File: src/rtl/forward_hazard_unit_pkg.sv
// Shared CPU definitions: writeback-select encodings and the stall FSM states
// used by the EXE-stage forwarding / hazard unit.
package cpu_pkg;

  localparam logic [1:0] REGDST_ALU = 2'b00;
  localparam logic [1:0] REGDST_MEM = 2'b01;
  localparam logic [1:0] REGDST_PC4 = 2'b10;
  localparam logic [1:0] REGDST_CMP = 2'b11;

  typedef enum logic {
    ST_RUN  = 1'b0,
    ST_HOLD = 1'b1
  } state_e;

endpackage

File: src/rtl/forward_hazard_unit_if.sv
// Bundle of pipeline-stage inputs and forwarded outputs of the forwarding unit.
// All inputs are plain levels sampled on the rising clock edge; there is no
// valid/ready handshake, and Stall is the only back-pressure the unit exerts.
interface forward_hazard_unit_if #(
  parameter int XLEN    = 32,
  parameter int NUM_SRC = 2,
  parameter int REG_AW  = 5,
  parameter int CNT_W   = 16
);
  logic [NUM_SRC-1:0]        SrcValid;
  logic [NUM_SRC*REG_AW-1:0] rs;
  logic [NUM_SRC*XLEN-1:0]   ReadData;

  logic              preMwk, preRegWr;
  logic [1:0]        preRegDst, precmp;
  logic [REG_AW-1:0] prerd;
  logic [XLEN-1:0]   preAluOutput, prePC4;

  logic              ppreMwk, ppreRegWr;
  logic [1:0]        ppreRegDst, pprecmp;
  logic [REG_AW-1:0] pprerd;
  logic [XLEN-1:0]   ppreAluOutput, pprePC4, ppreDataOut;

  logic [NUM_SRC*XLEN-1:0] RD;
  logic                    Stall;
  logic [CNT_W-1:0]        StallCount;
  cpu_pkg::state_e         DbgState;

  modport master (
    output SrcValid, rs, ReadData,
    output preMwk, preRegWr, preRegDst, prerd, precmp, preAluOutput, prePC4,
    output ppreMwk, ppreRegWr, ppreRegDst, pprerd, pprecmp, ppreAluOutput, pprePC4, ppreDataOut,
    input  RD, Stall, StallCount, DbgState
  );

  modport slave (
    input  SrcValid, rs, ReadData,
    input  preMwk, preRegWr, preRegDst, prerd, precmp, preAluOutput, prePC4,
    input  ppreMwk, ppreRegWr, ppreRegDst, pprerd, pprecmp, ppreAluOutput, pprePC4, ppreDataOut,
    output RD, Stall, StallCount, DbgState
  );
endinterface

File: src/rtl/forward_hazard_unit_fwd_select.sv
// Per-operand forwarding priority mux (pre over ppre over register file) and
// load-use hazard flag for one source operand.
module fwd_select
  import cpu_pkg::*;
#(
  parameter int XLEN   = 32,
  parameter int REG_AW = 5
) (
  input  logic              src_valid_i,
  input  logic [REG_AW-1:0] rs_i,
  input  logic [XLEN-1:0]   read_data_i,
  input  logic              pre_mwk_i,
  input  logic              pre_regwr_i,
  input  logic [1:0]        pre_regdst_i,
  input  logic [REG_AW-1:0] pre_rd_i,
  input  logic              pre_cmp_i,
  input  logic [XLEN-1:0]   pre_alu_i,
  input  logic [XLEN-1:0]   pre_pc4_i,
  input  logic              ppre_mwk_i,
  input  logic              ppre_regwr_i,
  input  logic [1:0]        ppre_regdst_i,
  input  logic [REG_AW-1:0] ppre_rd_i,
  input  logic              ppre_cmp_i,
  input  logic [XLEN-1:0]   ppre_alu_i,
  input  logic [XLEN-1:0]   ppre_pc4_i,
  input  logic [XLEN-1:0]   ppre_data_i,
  output logic [XLEN-1:0]   fwd_data_o,
  output logic              load_hazard_o
);
  logic            rs_nonzero, pre_match, ppre_match, pre_is_load;
  logic [XLEN-1:0] pre_val, ppre_val;

  assign rs_nonzero  = (rs_i != '0);
  assign pre_match   = pre_mwk_i & pre_regwr_i & (pre_rd_i == rs_i) & rs_nonzero;
  assign ppre_match  = ppre_mwk_i & ppre_regwr_i & (ppre_rd_i == rs_i) & rs_nonzero;
  assign pre_is_load = (pre_regdst_i == REGDST_MEM);

  // Load data has not returned yet in EX/MEM, so pre never supplies it.
  always_comb begin
    pre_val = '0;
    case (pre_regdst_i)
      REGDST_ALU: pre_val = pre_alu_i;
      REGDST_PC4: pre_val = pre_pc4_i;
      REGDST_CMP: pre_val = {{(XLEN-1){1'b0}}, pre_cmp_i};
      default:    pre_val = '0;
    endcase
  end

  always_comb begin
    ppre_val = '0;
    case (ppre_regdst_i)
      REGDST_ALU: ppre_val = ppre_alu_i;
      REGDST_MEM: ppre_val = ppre_data_i;
      REGDST_PC4: ppre_val = ppre_pc4_i;
      REGDST_CMP: ppre_val = {{(XLEN-1){1'b0}}, ppre_cmp_i};
      default:    ppre_val = '0;
    endcase
  end

  assign fwd_data_o    = (pre_match && !pre_is_load) ? pre_val :
                         ppre_match                  ? ppre_val : read_data_i;
  assign load_hazard_o = src_valid_i & pre_match & pre_is_load;
endmodule

File: src/rtl/forward_hazard_unit.sv
// EXE-stage forwarding unit: registered forwarded operands, one-bubble
// load-use stall FSM and a saturating stall counter.
module forward_hazard_unit
  import cpu_pkg::*;
#(
  parameter int XLEN    = 32,
  parameter int NUM_SRC = 2,
  parameter int REG_AW  = 5,
  parameter int CNT_W   = 16
) (
  input logic                 CLK,
  input logic                 Reset,
  forward_hazard_unit_if.slave bus
);
  logic [NUM_SRC*XLEN-1:0] fwd_all;
  logic [NUM_SRC-1:0]      load_hazard;
  logic                    unused_cmp;

  assign unused_cmp = ^{bus.precmp[1], bus.pprecmp[1]};

  for (genvar g = 0; g < NUM_SRC; g++) begin : g_src
    fwd_select #(.XLEN(XLEN), .REG_AW(REG_AW)) u_sel (
      .src_valid_i   (bus.SrcValid[g]),
      .rs_i          (bus.rs[g*REG_AW +: REG_AW]),
      .read_data_i   (bus.ReadData[g*XLEN +: XLEN]),
      .pre_mwk_i     (bus.preMwk),
      .pre_regwr_i   (bus.preRegWr),
      .pre_regdst_i  (bus.preRegDst),
      .pre_rd_i      (bus.prerd),
      .pre_cmp_i     (bus.precmp[0]),
      .pre_alu_i     (bus.preAluOutput),
      .pre_pc4_i     (bus.prePC4),
      .ppre_mwk_i    (bus.ppreMwk),
      .ppre_regwr_i  (bus.ppreRegWr),
      .ppre_regdst_i (bus.ppreRegDst),
      .ppre_rd_i     (bus.pprerd),
      .ppre_cmp_i    (bus.pprecmp[0]),
      .ppre_alu_i    (bus.ppreAluOutput),
      .ppre_pc4_i    (bus.pprePC4),
      .ppre_data_i   (bus.ppreDataOut),
      .fwd_data_o    (fwd_all[g*XLEN +: XLEN]),
      .load_hazard_o (load_hazard[g])
    );
  end

  state_e                  state_q, state_d;
  logic [NUM_SRC*XLEN-1:0] rd_q, rd_d;
  logic                    stall_q, stall_d;
  logic [CNT_W-1:0]        cnt_q, cnt_d;

  always_ff @(posedge CLK) begin
    if (Reset) begin
      state_q <= ST_RUN;
      rd_q    <= '0;
      stall_q <= 1'b0;
      cnt_q   <= '0;
    end else begin
      state_q <= state_d;
      rd_q    <= rd_d;
      stall_q <= stall_d;
      cnt_q   <= cnt_d;
    end
  end

  // In HOLD the load has moved to ppre, so the hazard check is skipped.
  always_comb begin
    state_d = ST_RUN;
    rd_d    = rd_q;
    stall_d = 1'b0;
    cnt_d   = cnt_q;
    case (state_q)
      ST_RUN: begin
        if (|load_hazard) begin
          stall_d = 1'b1;
          state_d = ST_HOLD;
          if (cnt_q != '1) cnt_d = cnt_q + {{(CNT_W-1){1'b0}}, 1'b1};
        end else begin
          rd_d = fwd_all;
        end
      end
      ST_HOLD: begin
        rd_d    = fwd_all;
        state_d = ST_RUN;
      end
      default: state_d = ST_RUN;
    endcase
  end

  assign bus.RD         = rd_q;
  assign bus.Stall      = stall_q;
  assign bus.StallCount = cnt_q;
  assign bus.DbgState   = state_q;
endmodule

File: src/flat_wrapper.sv
// flat-port wrapper written by rule: the top's interface ports become plain ports
module forward_hazard_unit_flat import cpu_pkg::*;
#(
  parameter int XLEN    = 32,
  parameter int NUM_SRC = 2,
  parameter int REG_AW  = 5,
  parameter int CNT_W   = 16
)
  (CLK, Reset, bus_SrcValid, bus_rs, bus_ReadData, bus_preMwk, bus_preRegWr, bus_preRegDst, bus_prerd, bus_precmp, bus_preAluOutput, bus_prePC4, bus_ppreMwk, bus_ppreRegWr, bus_ppreRegDst, bus_pprerd, bus_pprecmp, bus_ppreAluOutput, bus_pprePC4, bus_ppreDataOut, bus_RD, bus_Stall, bus_StallCount, bus_DbgState);
  forward_hazard_unit_if #(.XLEN(XLEN), .NUM_SRC(NUM_SRC), .REG_AW(REG_AW), .CNT_W(CNT_W)) bus_i ();
  input logic CLK;
  input logic Reset;
  input wire logic [$bits(bus_i.SrcValid)-1:0] bus_SrcValid;
  input wire logic [$bits(bus_i.rs)-1:0] bus_rs;
  input wire logic [$bits(bus_i.ReadData)-1:0] bus_ReadData;
  input wire logic [$bits(bus_i.preMwk)-1:0] bus_preMwk;
  input wire logic [$bits(bus_i.preRegWr)-1:0] bus_preRegWr;
  input wire logic [$bits(bus_i.preRegDst)-1:0] bus_preRegDst;
  input wire logic [$bits(bus_i.prerd)-1:0] bus_prerd;
  input wire logic [$bits(bus_i.precmp)-1:0] bus_precmp;
  input wire logic [$bits(bus_i.preAluOutput)-1:0] bus_preAluOutput;
  input wire logic [$bits(bus_i.prePC4)-1:0] bus_prePC4;
  input wire logic [$bits(bus_i.ppreMwk)-1:0] bus_ppreMwk;
  input wire logic [$bits(bus_i.ppreRegWr)-1:0] bus_ppreRegWr;
  input wire logic [$bits(bus_i.ppreRegDst)-1:0] bus_ppreRegDst;
  input wire logic [$bits(bus_i.pprerd)-1:0] bus_pprerd;
  input wire logic [$bits(bus_i.pprecmp)-1:0] bus_pprecmp;
  input wire logic [$bits(bus_i.ppreAluOutput)-1:0] bus_ppreAluOutput;
  input wire logic [$bits(bus_i.pprePC4)-1:0] bus_pprePC4;
  input wire logic [$bits(bus_i.ppreDataOut)-1:0] bus_ppreDataOut;
  output wire logic [$bits(bus_i.RD)-1:0] bus_RD;
  output wire logic [$bits(bus_i.Stall)-1:0] bus_Stall;
  output wire logic [$bits(bus_i.StallCount)-1:0] bus_StallCount;
  output wire logic [$bits(bus_i.DbgState)-1:0] bus_DbgState;
  assign bus_i.SrcValid = bus_SrcValid;
  assign bus_i.rs = bus_rs;
  assign bus_i.ReadData = bus_ReadData;
  assign bus_i.preMwk = bus_preMwk;
  assign bus_i.preRegWr = bus_preRegWr;
  assign bus_i.preRegDst = bus_preRegDst;
  assign bus_i.prerd = bus_prerd;
  assign bus_i.precmp = bus_precmp;
  assign bus_i.preAluOutput = bus_preAluOutput;
  assign bus_i.prePC4 = bus_prePC4;
  assign bus_i.ppreMwk = bus_ppreMwk;
  assign bus_i.ppreRegWr = bus_ppreRegWr;
  assign bus_i.ppreRegDst = bus_ppreRegDst;
  assign bus_i.pprerd = bus_pprerd;
  assign bus_i.pprecmp = bus_pprecmp;
  assign bus_i.ppreAluOutput = bus_ppreAluOutput;
  assign bus_i.pprePC4 = bus_pprePC4;
  assign bus_i.ppreDataOut = bus_ppreDataOut;
  assign bus_RD = bus_i.RD;
  assign bus_Stall = bus_i.Stall;
  assign bus_StallCount = bus_i.StallCount;
  assign bus_DbgState = bus_i.DbgState;
  forward_hazard_unit #(.XLEN(XLEN), .NUM_SRC(NUM_SRC), .REG_AW(REG_AW), .CNT_W(CNT_W)) u_core (.CLK(CLK), .Reset(Reset), .bus(bus_i));
endmodule
File: config.mk
export PLATFORM = sky130hd
export DESIGN_NAME = forward_hazard_unit_flat
export DESIGN_NICKNAME = d
export VERILOG_FILES = /design/src/rtl/forward_hazard_unit_pkg.sv /design/src/rtl/forward_hazard_unit_if.sv /design/src/rtl/forward_hazard_unit_fwd_select.sv /design/src/rtl/forward_hazard_unit.sv /design/src/flat_wrapper.sv
export SDC_FILE = /design/constraint.sdc
export NUM_CORES = 1
export LEC_CHECK = 0
export CAP_MARGIN = 20
export CORE_AREA = 2 2 134 136
export DETAILED_ROUTE_END_ITERATION = 8
export DIE_AREA = 0 0 136 138
export HOLD_SLACK_MARGIN = 0.03
export PLACE_DENSITY = 0.75
export SLEW_MARGIN = 20
export SYNTH_ARGS = -nofsm -noshare
export SYNTH_HDL_FRONTEND = slang
export SYNTH_SLANG_ARGS = --single-unit
File: constraint.sdc
create_clock -name CLK -period 5.7 [get_ports CLK]
set_input_delay 0.855 -clock CLK [delete_from_list [all_inputs] [get_ports CLK]]
set_output_delay 0.855 -clock CLK [all_outputs]
set_load 0.01 [all_outputs]
==> results.sh <==
export IMPL_status="complete, no violations"
export IMPL_layout_min_cycle_time_ns=3.45
export IMPL_ir_worst_vdd_uv=144
export IMPL_combPwrFrac_pct=26.6
export IMPL_num_antenna_cells=0
export IMPL_rows=49
export IMPL_p_sw_share_pct=24.5
export IMPL_antenna_found_initial=0
export IMPL_numCtsBuffers=9
export IMPL_finalMaxSlewViolations=0
export IMPL_path_max_fanout=35
export IMPL_endpoint_kind="flip-flop"
export IMPL_clock_skew_ns=0.00516
export IMPL_grt_use_total_pct=24.5
export IMPL_yosysWarnings=0
export IMPL_cts_resized=0
export IMPL_grt_max_degree=82
export IMPL_ant_nets=0
export IMPL_tritoncts="yes"
export IMPL_post_cts_repair_setup_buffers=0
export IMPL_avgRoutedWirePerCell_um=18.1
export IMPL_syn_cell_area_um2=6150
export IMPL_min_period_over_period_pct=60.5
export IMPL_internal_power_w=0.00133
export IMPL_worstSetupPathType="input pin to flip-flop"
export IMPL_post_route_drc_count=0
export IMPL_htree_levels=3
export IMPL_cts_hold_buf=0
export IMPL_core_um2=17500
export IMPL_ys_seq_area_share_pct=26.4
export IMPL_clk_insertion_delay_late_ns=0.34
export IMPL_p_leak_nw=3.86
export IMPL_power_frac_seq_pct=34.4
export IMPL_clockBufferDepth=2
export IMPL_drt_iter0_markers=402
export IMPL_area_growth_pct=62.9
export IMPL_io_pin_count=342
export IMPL_setup_viol=0
export IMPL_clock_fmax_ghz=0.290
export IMPL_p_sw_w=0.000432
export IMPL_cp_start_kind="input pin"
export IMPL_slew_headroom_pct=35.0
export IMPL_fp_dieW_um=136
export IMPL_vias_per_cell=5.27
export IMPL_cp_required_ns=5.89
export IMPL_fin_setup_tns_ns=0
export IMPL_clockRootBuffer="clkbuf_16"
export IMPL_synth_seq_cells=81
export IMPL_seqCellArea_um2=1620
export IMPL_dp_hpwl_mm=17.0
export IMPL_min_path_type="flip-flop to flip-flop"
export IMPL_syn_inst=748
export IMPL_power_density_nw_per_um2=176
export IMPL_port_buffer_count=339
export IMPL_syn_avg_cell_area_um2=8.23
export IMPL_routabilityCongestion=0.867
export IMPL_nets=1307
export IMPL_wirelength_mm=23.2
export IMPL_hold_violations=0
export IMPL_dieHeight_um=138
export IMPL_grt_pass1_wl_mm=36.2
export IMPL_grt_pass1_vias=6730
export IMPL_synth_distinct_cells=44
export IMPL_rsz0062_at_grt="no"
export IMPL_cap_violations=0
export IMPL_start_util_pct=35.1
export IMPL_syn_nets=1009
export IMPL_worst_slew_pin_slew_ns=0.975
export IMPL_post_route_util_pct=57.2
export IMPL_fin_hold_ws_ns=0.454
export IMPL_path_clk_slew_ns=0.07
export IMPL_cts_sinks=81
export IMPL_die_area_um2=18800
export IMPL_multi_input_area_um2=4270
export IMPL_drive_gt1_share_pct=15.6
export IMPL_arrival_ns=3.64
export IMPL_vias=6747
export IMPL_n_fill_cell=1628
export IMPL_grt_overflow_total=0
export IMPL_placed_cells=1263
export IMPL_r2r_setup_slack_ns=3.52
export IMPL_stdcell_count=1280
export IMPL_drtPass1Iterations=5
export IMPL_pwr_share_clk_pct=39.0
## Yosys cell counts (all sizes together)
| cell | instances | area [um^2] |
|---|---|---|
| or4 | 5 | 37.5 |
| mux4 | 1 | 22.5 |
| or3 | 6 | 37.5 |
| xnor2 | 9 | 78.8 |
| nand2 | 45 | 169 |
| a21oi | 16 | 80.1 |
| o31ai | 5 | 37.5 |
| dfxtp | 81 | 1620 |
| nand4b | 2 | 17.5 |
| a31oi | 2 | 12.5 |
| nor2 | 129 | 484 |
| mux2i | 65 | 651 |
| inv | 2 | 7.51 |
| nor2b | 2 | 12.5 |
| a211o | 3 | 26.3 |
| a21o | 1 | 7.51 |
| nor4 | 4 | 46.3 |
| nand2b | 1 | 6.26 |
| buf | 35 | 205 |
| a32o | 1 | 10.0 |
| and4 | 5 | 43.8 |
| nor3 | 65 | 330 |
| a211oi | 65 | 643 |
| nand3 | 10 | 50.1 |
| or2 | 32 | 200 |
| xor2 | 10 | 87.6 |
| and2 | 3 | 18.8 |
| ha | 1 | 12.5 |
| clkbuf | 27 | 101 |
| nand4 | 8 | 50.1 |
| a21bo | 1 | 10.0 |
| mux2 | 62 | 807 |
| nor4b | 1 | 8.76 |
| o21ai | 40 | 200 |
| and3 | 3 | 18.8 |
## stage by stage
stage	power [W]	setup WS, ns	instance area, um^2
2_1_floorplan	0.000805	3.29	6150
3_3_place_gp	0.00109	1.85	9660
3_5_place_dp	0.00109	1.81	9660
4_1_cts	0.00178	2.15	10000
5_1_grt	0.00184	1.97	10000
6_report	0.00177	2.25	10000
## layer usage
metal	share of wire, %	vias to the layer above	GRT usage (%)	wire, um
li1	-	3288	-	-
met3	5.8	46	4.47	1360
met5	0	-	0	0
met4	3.0	0	8.61	705
met2	49	263	41.9	11500
met1	42	3150	30.7	9660
## registers in the layout (all words and copies together) (netlist names)
name	flops
u_core.bus.RD	64
u_core.bus.StallCount	16
u_core.bus.Stall	1
## power by group through the flow
stage	Combinational (W)	Clock, W	Sequential (W)
final	0.000470	0.000690	0.000607
after global routing	0.000503	0.000728	0.000610
after CTS	0.000472	0.000704	0.000607
after detailed placement	0.000470	0	0.000620
after global placement	0.000466	0	0.000619
after floorplan	0.000174	0	0.000631
## kinds of logic after synthesis
family | synth area share [%]
fa+ha+maj | 0.203
compound gates | 16.7
simple gates | 24.9
mux | 24.1
buf+inv | 5.10
xor+xnor | 2.70
flops | 26.4
## layout by cell type, fill, tap and decap left out, drive strengths merged, types with 8 or more instances in the layout
cell type,netlist,final
a211oi,65,65
a21oi,16,16
buf,35,13
clkbuf,27,10
clkdlybuf4s50,0,336
dfxtp,81,81
mux2,62,62
mux2i,65,65
nand2,45,45
nand3,10,10
nand4,8,8
nor2,129,129
nor3,65,65
o21ai,40,40
or2,32,32
xnor2,9,9
xor2,10,10
## worst paths after layout
path,from,to,cells past startpoint
setup / recovery,bus_rs[2],u_core.bus.RD[16],7
hold / removal,u_core.bus.RD[0],u_core.bus.RD[0],2
setup reg to reg,u_core.bus.Stall,u_core.bus.StallCount[14],5
hold reg to reg,u_core.bus.RD[0],u_core.bus.RD[0],2
## worst max-delay path, cell delays in order
cell	delay, ns
clkdlybuf4s50_1	0.50
xor2_1	0.20
nor3_1	0.41
nand3_2	0.75
buf_4	0.52
a211oi_1	0.28
nor3_1	0.08
## layout make-up
cell class	count	share of cell area, %
multi-input cells	603	42.6
repair buffers	349	34.8
flip-flops and latches	81	16.2
well taps	229	2.86
clock buffers	10	2.38
clock inverters	6	1.15
inverters	2	0.0749
No activity file was read; power rests on OpenSTA's default activity.
